`config.mk`:
```
export PLATFORM = sky130hd
export DESIGN_NAME = if_stage
export DESIGN_NICKNAME = d
export VERILOG_FILES = /design/src/rtl/if_stage_pkg.sv /design/src/rtl/if_skid_buf.sv /design/src/rtl/if_stage.sv
export SDC_FILE = /design/constraint.sdc
export NUM_CORES = 1
export LEC_CHECK = 0
export ABC_AREA = 1
export CAP_MARGIN = 20
export CELL_PAD_IN_SITES_DETAIL_PLACEMENT = 0
export CELL_PAD_IN_SITES_GLOBAL_PLACEMENT = 1
export CORE_AREA = 3 3 208 108
export DETAILED_ROUTE_END_ITERATION = 10
export DIE_AREA = 0 0 211 111
export GPL_TIMING_DRIVEN = 0
export PLACE_DENSITY_LB_ADDON = 0.1
export SYNTH_ARGS = -nofsm -noshare
export SYNTH_HDL_FRONTEND = slang
export SYNTH_SLANG_ARGS = --single-unit
```
`constraint.sdc`:
```
create_clock -name clk -period 2.6 [get_ports clk]
set_clock_uncertainty 0.2 [all_clocks]
set_input_delay 0.65 -clock clk [delete_from_list [all_inputs] [get_ports clk]]
set_output_delay 0.65 -clock clk [all_outputs]
set_load 0.01 [all_outputs]
```
`src/rtl/if_stage_pkg.sv`:
```
// if_stage shared types: bus widths, fetch FSM states, IF/ID bundle.
// Imported by if_stage and if_skid_buf.
package if_stage_pkg;

  typedef logic [31:0] InstAddrBus;
  typedef logic [31:0] InstBus;

  typedef enum logic [1:0] {
    IF_REQ,
    IF_WAIT,
    IF_DISCARD
  } IfState;

  // addi x0,x0,0
  localparam InstBus INST_NOP = 32'h0000_0013;

  typedef struct packed {
    InstBus     inst;
    InstAddrBus addr;
    logic       valid;
  } if_id_t;

  function automatic if_id_t if_id_bubble(input InstBus nop);
    if_id_t b;
    b.inst  = nop;
    b.addr  = '0;
    b.valid = 1'b0;
    return b;
  endfunction

endpackage

```
`src/rtl/if_skid_buf.sv`:
```
// if_skid_buf: one-entry buffer for a fetch response that lands
// while IF/ID is frozen. Priority: clear, then load, then pop.
module if_skid_buf
  import if_stage_pkg::*;
(
  input  logic       clk,
  input  logic       rst,
  input  logic       load_i,
  input  logic       pop_i,
  input  logic       clear_i,
  input  InstBus     data_i,
  input  InstAddrBus addr_i,
  output logic       valid_o,
  output InstBus     data_o,
  output InstAddrBus addr_o
);

  logic       valid_q, valid_d;
  InstBus     data_q, data_d;
  InstAddrBus addr_q, addr_d;

  // next-state for the single entry
  always_comb begin
    valid_d = valid_q;
    data_d  = data_q;
    addr_d  = addr_q;
    if (clear_i) begin
      valid_d = 1'b0;
    end else if (load_i) begin
      valid_d = 1'b1;
      data_d  = data_i;
      addr_d  = addr_i;
    end else if (pop_i) begin
      valid_d = 1'b0;
    end
  end

  // entry register
  always_ff @(posedge clk) begin
    if (rst) begin
      valid_q <= 1'b0;
      data_q  <= '0;
      addr_q  <= '0;
    end else begin
      valid_q <= valid_d;
      data_q  <= data_d;
      addr_q  <= addr_d;
    end
  end

  assign valid_o = valid_q;
  assign data_o  = data_q;
  assign addr_o  = addr_q;

endmodule

```
`src/rtl/if_stage.sv`:
```
// if_stage: PC, imem handshake and IF/ID register; obeys hold/jump.
// Optional IF_PERF_CNT_EN adds hold/flush cycle counters.
module if_stage
  import if_stage_pkg::*;
#(
  parameter InstAddrBus RESET_PC = 32'h0000_0000,
  parameter InstBus     NOP_INST = INST_NOP
) (
  input  logic       clk,
  input  logic       rst,
  input  logic       hold_i,
  input  logic       jump_i,
  input  InstAddrBus jump_addr_i,
  output logic       imem_req_o,
  output InstAddrBus imem_addr_o,
  input  logic       imem_gnt_i,
  input  logic       imem_rvalid_i,
  input  InstBus     imem_rdata_i,
  output InstBus     inst_o,
  output InstAddrBus inst_addr_o,
  output logic       inst_valid_o
`ifdef IF_PERF_CNT_EN
  ,
  output logic [31:0] hold_cnt_o,
  output logic [31:0] flush_cnt_o
`endif
);

  IfState     state_q, state_d;
  InstAddrBus pc_q, pc_d;
  InstAddrBus req_addr_q, req_addr_d;
  if_id_t     ifid_q, ifid_d;

  logic       req;
  logic       fire;
  logic       deliver;

  logic       skid_valid;
  InstBus     skid_data;
  InstAddrBus skid_addr;
  logic       skid_load;
  logic       skid_pop;
  logic       skid_clear;

  if_skid_buf u_skid (
    .clk    (clk),
    .rst    (rst),
    .load_i (skid_load),
    .pop_i  (skid_pop),
    .clear_i(skid_clear),
    .data_i (imem_rdata_i),
    .addr_i (req_addr_q),
    .valid_o(skid_valid),
    .data_o (skid_data),
    .addr_o (skid_addr)
  );

  // fetch FSM: request decode and next state
  always_comb begin
    state_d = state_q;
    req     = 1'b0;
    deliver = 1'b0;
    unique case (state_q)
      IF_REQ: begin
        req = !skid_valid && !jump_i && !rst;
        if (req && imem_gnt_i) begin
          state_d = IF_WAIT;
        end
      end
      IF_WAIT: begin
        if (jump_i) begin
          state_d = imem_rvalid_i ? IF_REQ : IF_DISCARD;
        end else if (imem_rvalid_i) begin
          deliver = 1'b1;
          state_d = IF_REQ;
        end
      end
      IF_DISCARD: begin
        if (imem_rvalid_i) begin
          state_d = IF_REQ;
        end
      end
      default: state_d = IF_REQ;
    endcase
  end

  assign fire        = req && imem_gnt_i;
  assign imem_req_o  = req;
  assign imem_addr_o = pc_q;

  // PC and outstanding-request address
  always_comb begin
    pc_d       = pc_q;
    req_addr_d = req_addr_q;
    if (jump_i) begin
      pc_d = jump_addr_i;
    end else if (fire) begin
      pc_d       = pc_q + 32'd4;
      req_addr_d = pc_q;
    end
  end

  // IF/ID update and skid control
  always_comb begin
    ifid_d     = ifid_q;
    skid_load  = 1'b0;
    skid_pop   = 1'b0;
    skid_clear = 1'b0;
    if (jump_i) begin
      ifid_d     = if_id_bubble(NOP_INST);
      skid_clear = 1'b1;
    end else if (hold_i) begin
      skid_load = deliver;
    end else if (skid_valid) begin
      ifid_d.inst  = skid_data;
      ifid_d.addr  = skid_addr;
      ifid_d.valid = 1'b1;
      skid_pop     = 1'b1;
      skid_load    = deliver;
    end else if (deliver) begin
      ifid_d.inst  = imem_rdata_i;
      ifid_d.addr  = req_addr_q;
      ifid_d.valid = 1'b1;
    end else begin
      ifid_d = if_id_bubble(NOP_INST);
    end
  end

  // state, PC and IF/ID registers
  always_ff @(posedge clk) begin
    if (rst) begin
      state_q    <= IF_REQ;
      pc_q       <= RESET_PC;
      req_addr_q <= RESET_PC;
      ifid_q     <= if_id_bubble(NOP_INST);
    end else begin
      state_q    <= state_d;
      pc_q       <= pc_d;
      req_addr_q <= req_addr_d;
      ifid_q     <= ifid_d;
    end
  end

  assign inst_o       = ifid_q.inst;
  assign inst_addr_o  = ifid_q.addr;
  assign inst_valid_o = ifid_q.valid;

`ifdef IF_PERF_CNT_EN
  logic [31:0] hold_cnt_q;
  logic [31:0] flush_cnt_q;

  // cycle counters for hold and jump
  always_ff @(posedge clk) begin
    if (rst) begin
      hold_cnt_q  <= '0;
      flush_cnt_q <= '0;
    end else begin
      if (hold_i) hold_cnt_q <= hold_cnt_q + 32'd1;
      if (jump_i) flush_cnt_q <= flush_cnt_q + 32'd1;
    end
  end

  assign hold_cnt_o  = hold_cnt_q;
  assign flush_cnt_o = flush_cnt_q;
`endif

endmodule

```
==> metrics.md, run 1 <==
| Metric | Value |
|---|---|
| Hold Path Class | `reg2reg` |
| R2R setup slack | `540 ps` |
| Internal power | `4.98 mW` |
| Setup ws final | `178 ps` |
| Slew headroom | `57.3%` |
| Setup TNS | `0 ps` |
| Max-Cap Viols | `0` |
| Leak Pwr | `3.91 nW` |
| Setup violators final | `0` |
| CP Max Fanout | `10` |
| Ratio of cells with drive above 1 in the final layout | `5.91%` |
| Overall Global Routing Usage | `23.7%` |
| Vias in the first global route | `7973` |
| Largest net degree at the start of global routing | `20` |
| P_sw | `1.72 mW` |
| Final core occ | `52.9%` |
| Final Power | `6.70 mW` |
| End point of the critical path | `u_skid.addr_o[14]$_SDFFE_PP0P_` |
| R2r startpoint | `state_q[0]$_SDFFE_PP0P_` |
| Chip Width | `211 um` |
| CORE AREA | `0.0206 mm^2` |
| End of the worst register-to-register path | `u_skid.addr_o[14]$_SDFFE_PP0P_` |
| Initial antenna violation count | `0` |
| Worst vdd ir | `0.434 mV` |
| CP Depth | `8` |
| Post-route ant nets | `0` |
| CP Class | `in2reg` |
| Clock-pin transition on the worst setup and hold timing paths | `70 ps` |
| Crit path largest cell delay | `550 ps` |
| TritonCTS clock tree | `built` |
| Post-route cell area | `0.0109 mm^2` |
| RSZ-0062 raised after global routing | `false` |
| Fin crit period | `2420 ps` |
| Worst Tran Pin Value | `641 ps` |
| ANT cells | `0` |
| Setup slack after placement | `-517 ps` |
| H-tree depth | `4` |
| CP arrival | `2540 ps` |
| Cell family with most CP delay | `buffers and inverters` |
| Period utilisation layout | `93.2%` |
| DIE AREA | `0.0234 mm^2` |
| Num ports | `168` |
| Final wirelength | `27800 um` |
| Drt wl/cell | `17.3 um` |
| Synth-to-Final Area Change | `31.6%` |
| Worst skew pair latency | `430 ps` |
| Synth cell types | `35` |
| Worst Hold Margin | `245 ps` |
| Slowest-stage cell, CP | `clkdlybuf4s50_1` |
| Fin nets | `1394` |
| CP Data Required Time | `2720 ps` |
| Max Freq | `413 MHz` |
| Global-route wire length before repair | `44000 um` |
| TritonCTS Buffers | `17` |
| Sequential element share of the synthesized area | `47.4%` |
| Synthesis Warnings | `0` |
| Clock share of power | `41.0%` |
| GRT overflow | `0` |
| Status | `complete, no violations` |
| Combinational share of power | `11.0%` |
| Via-per-instance ratio | `5.20` |
| Max Root-Sink Buffers | `2` |
| Critical path launch point | `imem_rvalid_i` |
| Hold buffer count at cts | `0` |
| DRC violations left | `0` |
| RD Place Congestion | `0.923` |
| Startpoint Class | `input port` |
| Seq cells post-synth | `196` |
| Final non-filler cell total | `1609` |
| CP Capture Type | `register` |
| Root buffer cell | `clkbuf_16` |
| First-pass DRT Iterations | `5` |
| Clock sink count | `196` |
| Cells after synthesis | `1140` |
| Worst path cell trace | `clkdlybuf4s50_1 > nand2_1 > nor3_4 > o21ai_1 > buf_4 > clkbuf_1 > o21ai_0 > a21oi_1` |
| Synthesized Nets | `1211` |
| Port Buf Inserts | `165` |
| Placed Area | `0.0103 mm^2` |
| Post-detail-place hpwl | `20500 um` |
| Final Hold Fails | `0` |
| Sequential Power Share | `48.1%` |
| Die H | `111 um` |
| DR iter-0 viols | `707` |
| Mapped Area | `0.00829 mm^2` |
| Avg Cell Area, Syn | `7.27 um^2` |
| PD cells | `614 mW/mm^2` |
| # rows | `37` |
| Initial core utilization | `40.2%` |
| Routed via count | `8363` |
| Dpl cells | `1578` |
| Buf/Inv on CP | `3` |
| Max-slew violations | `0` |
| R2R cell count | `7` |
| Switching share of power | `25.6%` |
## kinds of logic (layout without fill, tap and decap cells)
logic type / Yosys count / in the layout / synth area share [%]
adder cells (fa/ha/maj): 1 / 1 / 0.151
buffers and inverters: 188 / 384 / 9.48
AND/OR/NAND/NOR: 331 / 331 / 16.6
XOR/XNOR: 7 / 7 / 0.740
flip-flops: 196 / 196 / 47.4
AO/OA/AOI/OAI: 417 / 417 / 25.7
## per-layer routing
layer	vias up	routed length, um	share of wire, %	track usage [%]
met1	3942	14100	51	35.7
li1	4137	-	-	-
met4	0	318	1.1	5.93
met2	256	11800	42	35.2
met3	28	1630	5.9	3.79
met5	-	0	0	0
## cells in the final DEF (no fill, tap or decap), types with 2 or more instances in the layout
master / count
a211oi_1: 3
a21oi_1: 228
a31oi_1: 2
buf_2: 20
buf_4: 7
buf_6: 4
bufinv_16: 2
clkbuf_1: 46
clkbuf_16: 17
clkbuf_2: 3
clkbuf_8: 4
clkdlybuf4s50_1: 164
clkinv_2: 2
dfxtp_1: 196
inv_1: 106
inv_2: 3
inv_6: 3
nand2_1: 185
nand3_1: 29
nand3b_1: 2
nand4_1: 2
nor2_1: 96
nor2_2: 5
nor3_1: 2
nor3_4: 2
o211ai_1: 3
o21ai_0: 172
o21ai_1: 2
o221ai_1: 5
xor2_1: 7
## synth_stat cells (all sizes together)
| master | instances | area (um^2) |
|---|---|---|
| buf | 32 | 196 |
| o21ai | 174 | 871 |
| nand3b | 2 | 15.0 |
| nor4 | 1 | 6.26 |
| dfxtp | 196 | 3920 |
| nor2 | 103 | 418 |
| o2111ai | 1 | 8.76 |
| ha | 1 | 12.5 |
| inv | 109 | 409 |
| a21oi | 228 | 1140 |
| o221ai | 5 | 43.8 |
| a22oi | 1 | 7.51 |
| nand3 | 30 | 155 |
| a211oi | 3 | 22.5 |
| o211ai | 3 | 22.5 |
| nand2 | 186 | 706 |
| nor3 | 4 | 25.0 |
| clkbuf | 47 | 180 |
| a31oi | 2 | 12.5 |
| nand4 | 3 | 33.8 |
| xor2 | 7 | 61.3 |
| nor3b | 1 | 7.51 |
| and2 | 1 | 6.26 |
## how the worst min path moves through the flow
stage | cells after the start | slack, ps | end | from
2_1_floorplan | 2 | 220 | u_skid.data_o[0]$_SDFFE_PP0P_ | u_skid.data_o[0]$_SDFFE_PP0P_
3_3_place_gp | 2 | 230 | u_skid.addr_o[17]$_SDFFE_PP0P_ | u_skid.addr_o[17]$_SDFFE_PP0P_
3_5_place_dp | 2 | 240 | u_skid.addr_o[28]$_SDFFE_PP0P_ | u_skid.addr_o[28]$_SDFFE_PP0P_
4_1_cts | 2 | 250 | u_skid.addr_o[28]$_SDFFE_PP0P_ | u_skid.addr_o[28]$_SDFFE_PP0P_
5_1_grt | 2 | 260 | u_skid.data_o[6]$_SDFFE_PP0P_ | u_skid.data_o[6]$_SDFFE_PP0P_
6_report | 2 | 250 | u_skid.data_o[1]$_SDFFE_PP0P_ | u_skid.data_o[1]$_SDFFE_PP0P_
## cell type report
cell class	instances	area, um^2
buffer	77	370
clock buffer	23	488
clock inverter	9	116
fill	2040	9700
inverter	109	409
multi-input combinational	756	3600
sequential	196	3920
tap	273	342
timing repair buffer	166	1660
## sequential cells by signal, summed over array words and instances (netlist names)
name,count
u_skid.data_o,32
state_q,2
inst_valid_o,1
inst_o,32
u_skid.valid_o,1
imem_addr_o,32
u_skid.addr_o,32
req_addr_q,32
inst_addr_o,32
## power by group through the flow
stage / Clock (mW) / Combinational, mW / Sequential (mW)
floorplan: 0 / 0.331 / 3.27
detailed placement: 0 / 0.725 / 3.28
global route: 2.87 / 0.811 / 3.23
global placement: 0 / 0.719 / 3.28
CTS: 2.77 / 0.733 / 3.22
finish: 2.74 / 0.734 / 3.22
## timing repair
action | 4_1_cts | 5_1_grt
pin swaps | 1 | 0
buffers inserted | 1 | 0
gates resized for setup | 5 | 1
gates cloned | 0 | 0
setup endpoints to repair | 1 | 4
## worst min-delay path: cells and delay by family (launching register included)
family / cells / cell delay [ps]
DFF: 1 / 310
AOI/OAI and AO/OA: 1 / 50
buffers and inverters: 1 / 40
Power figures use the tool's default switching activity.
==> run 2, diff against run 1 <==
Settings changed: CAP_MARGIN 20 to default, SLEW_MARGIN from default to 30.
==> results of run 2 <==
The final DEF is identical to that of run 1; final timing and power are the same.
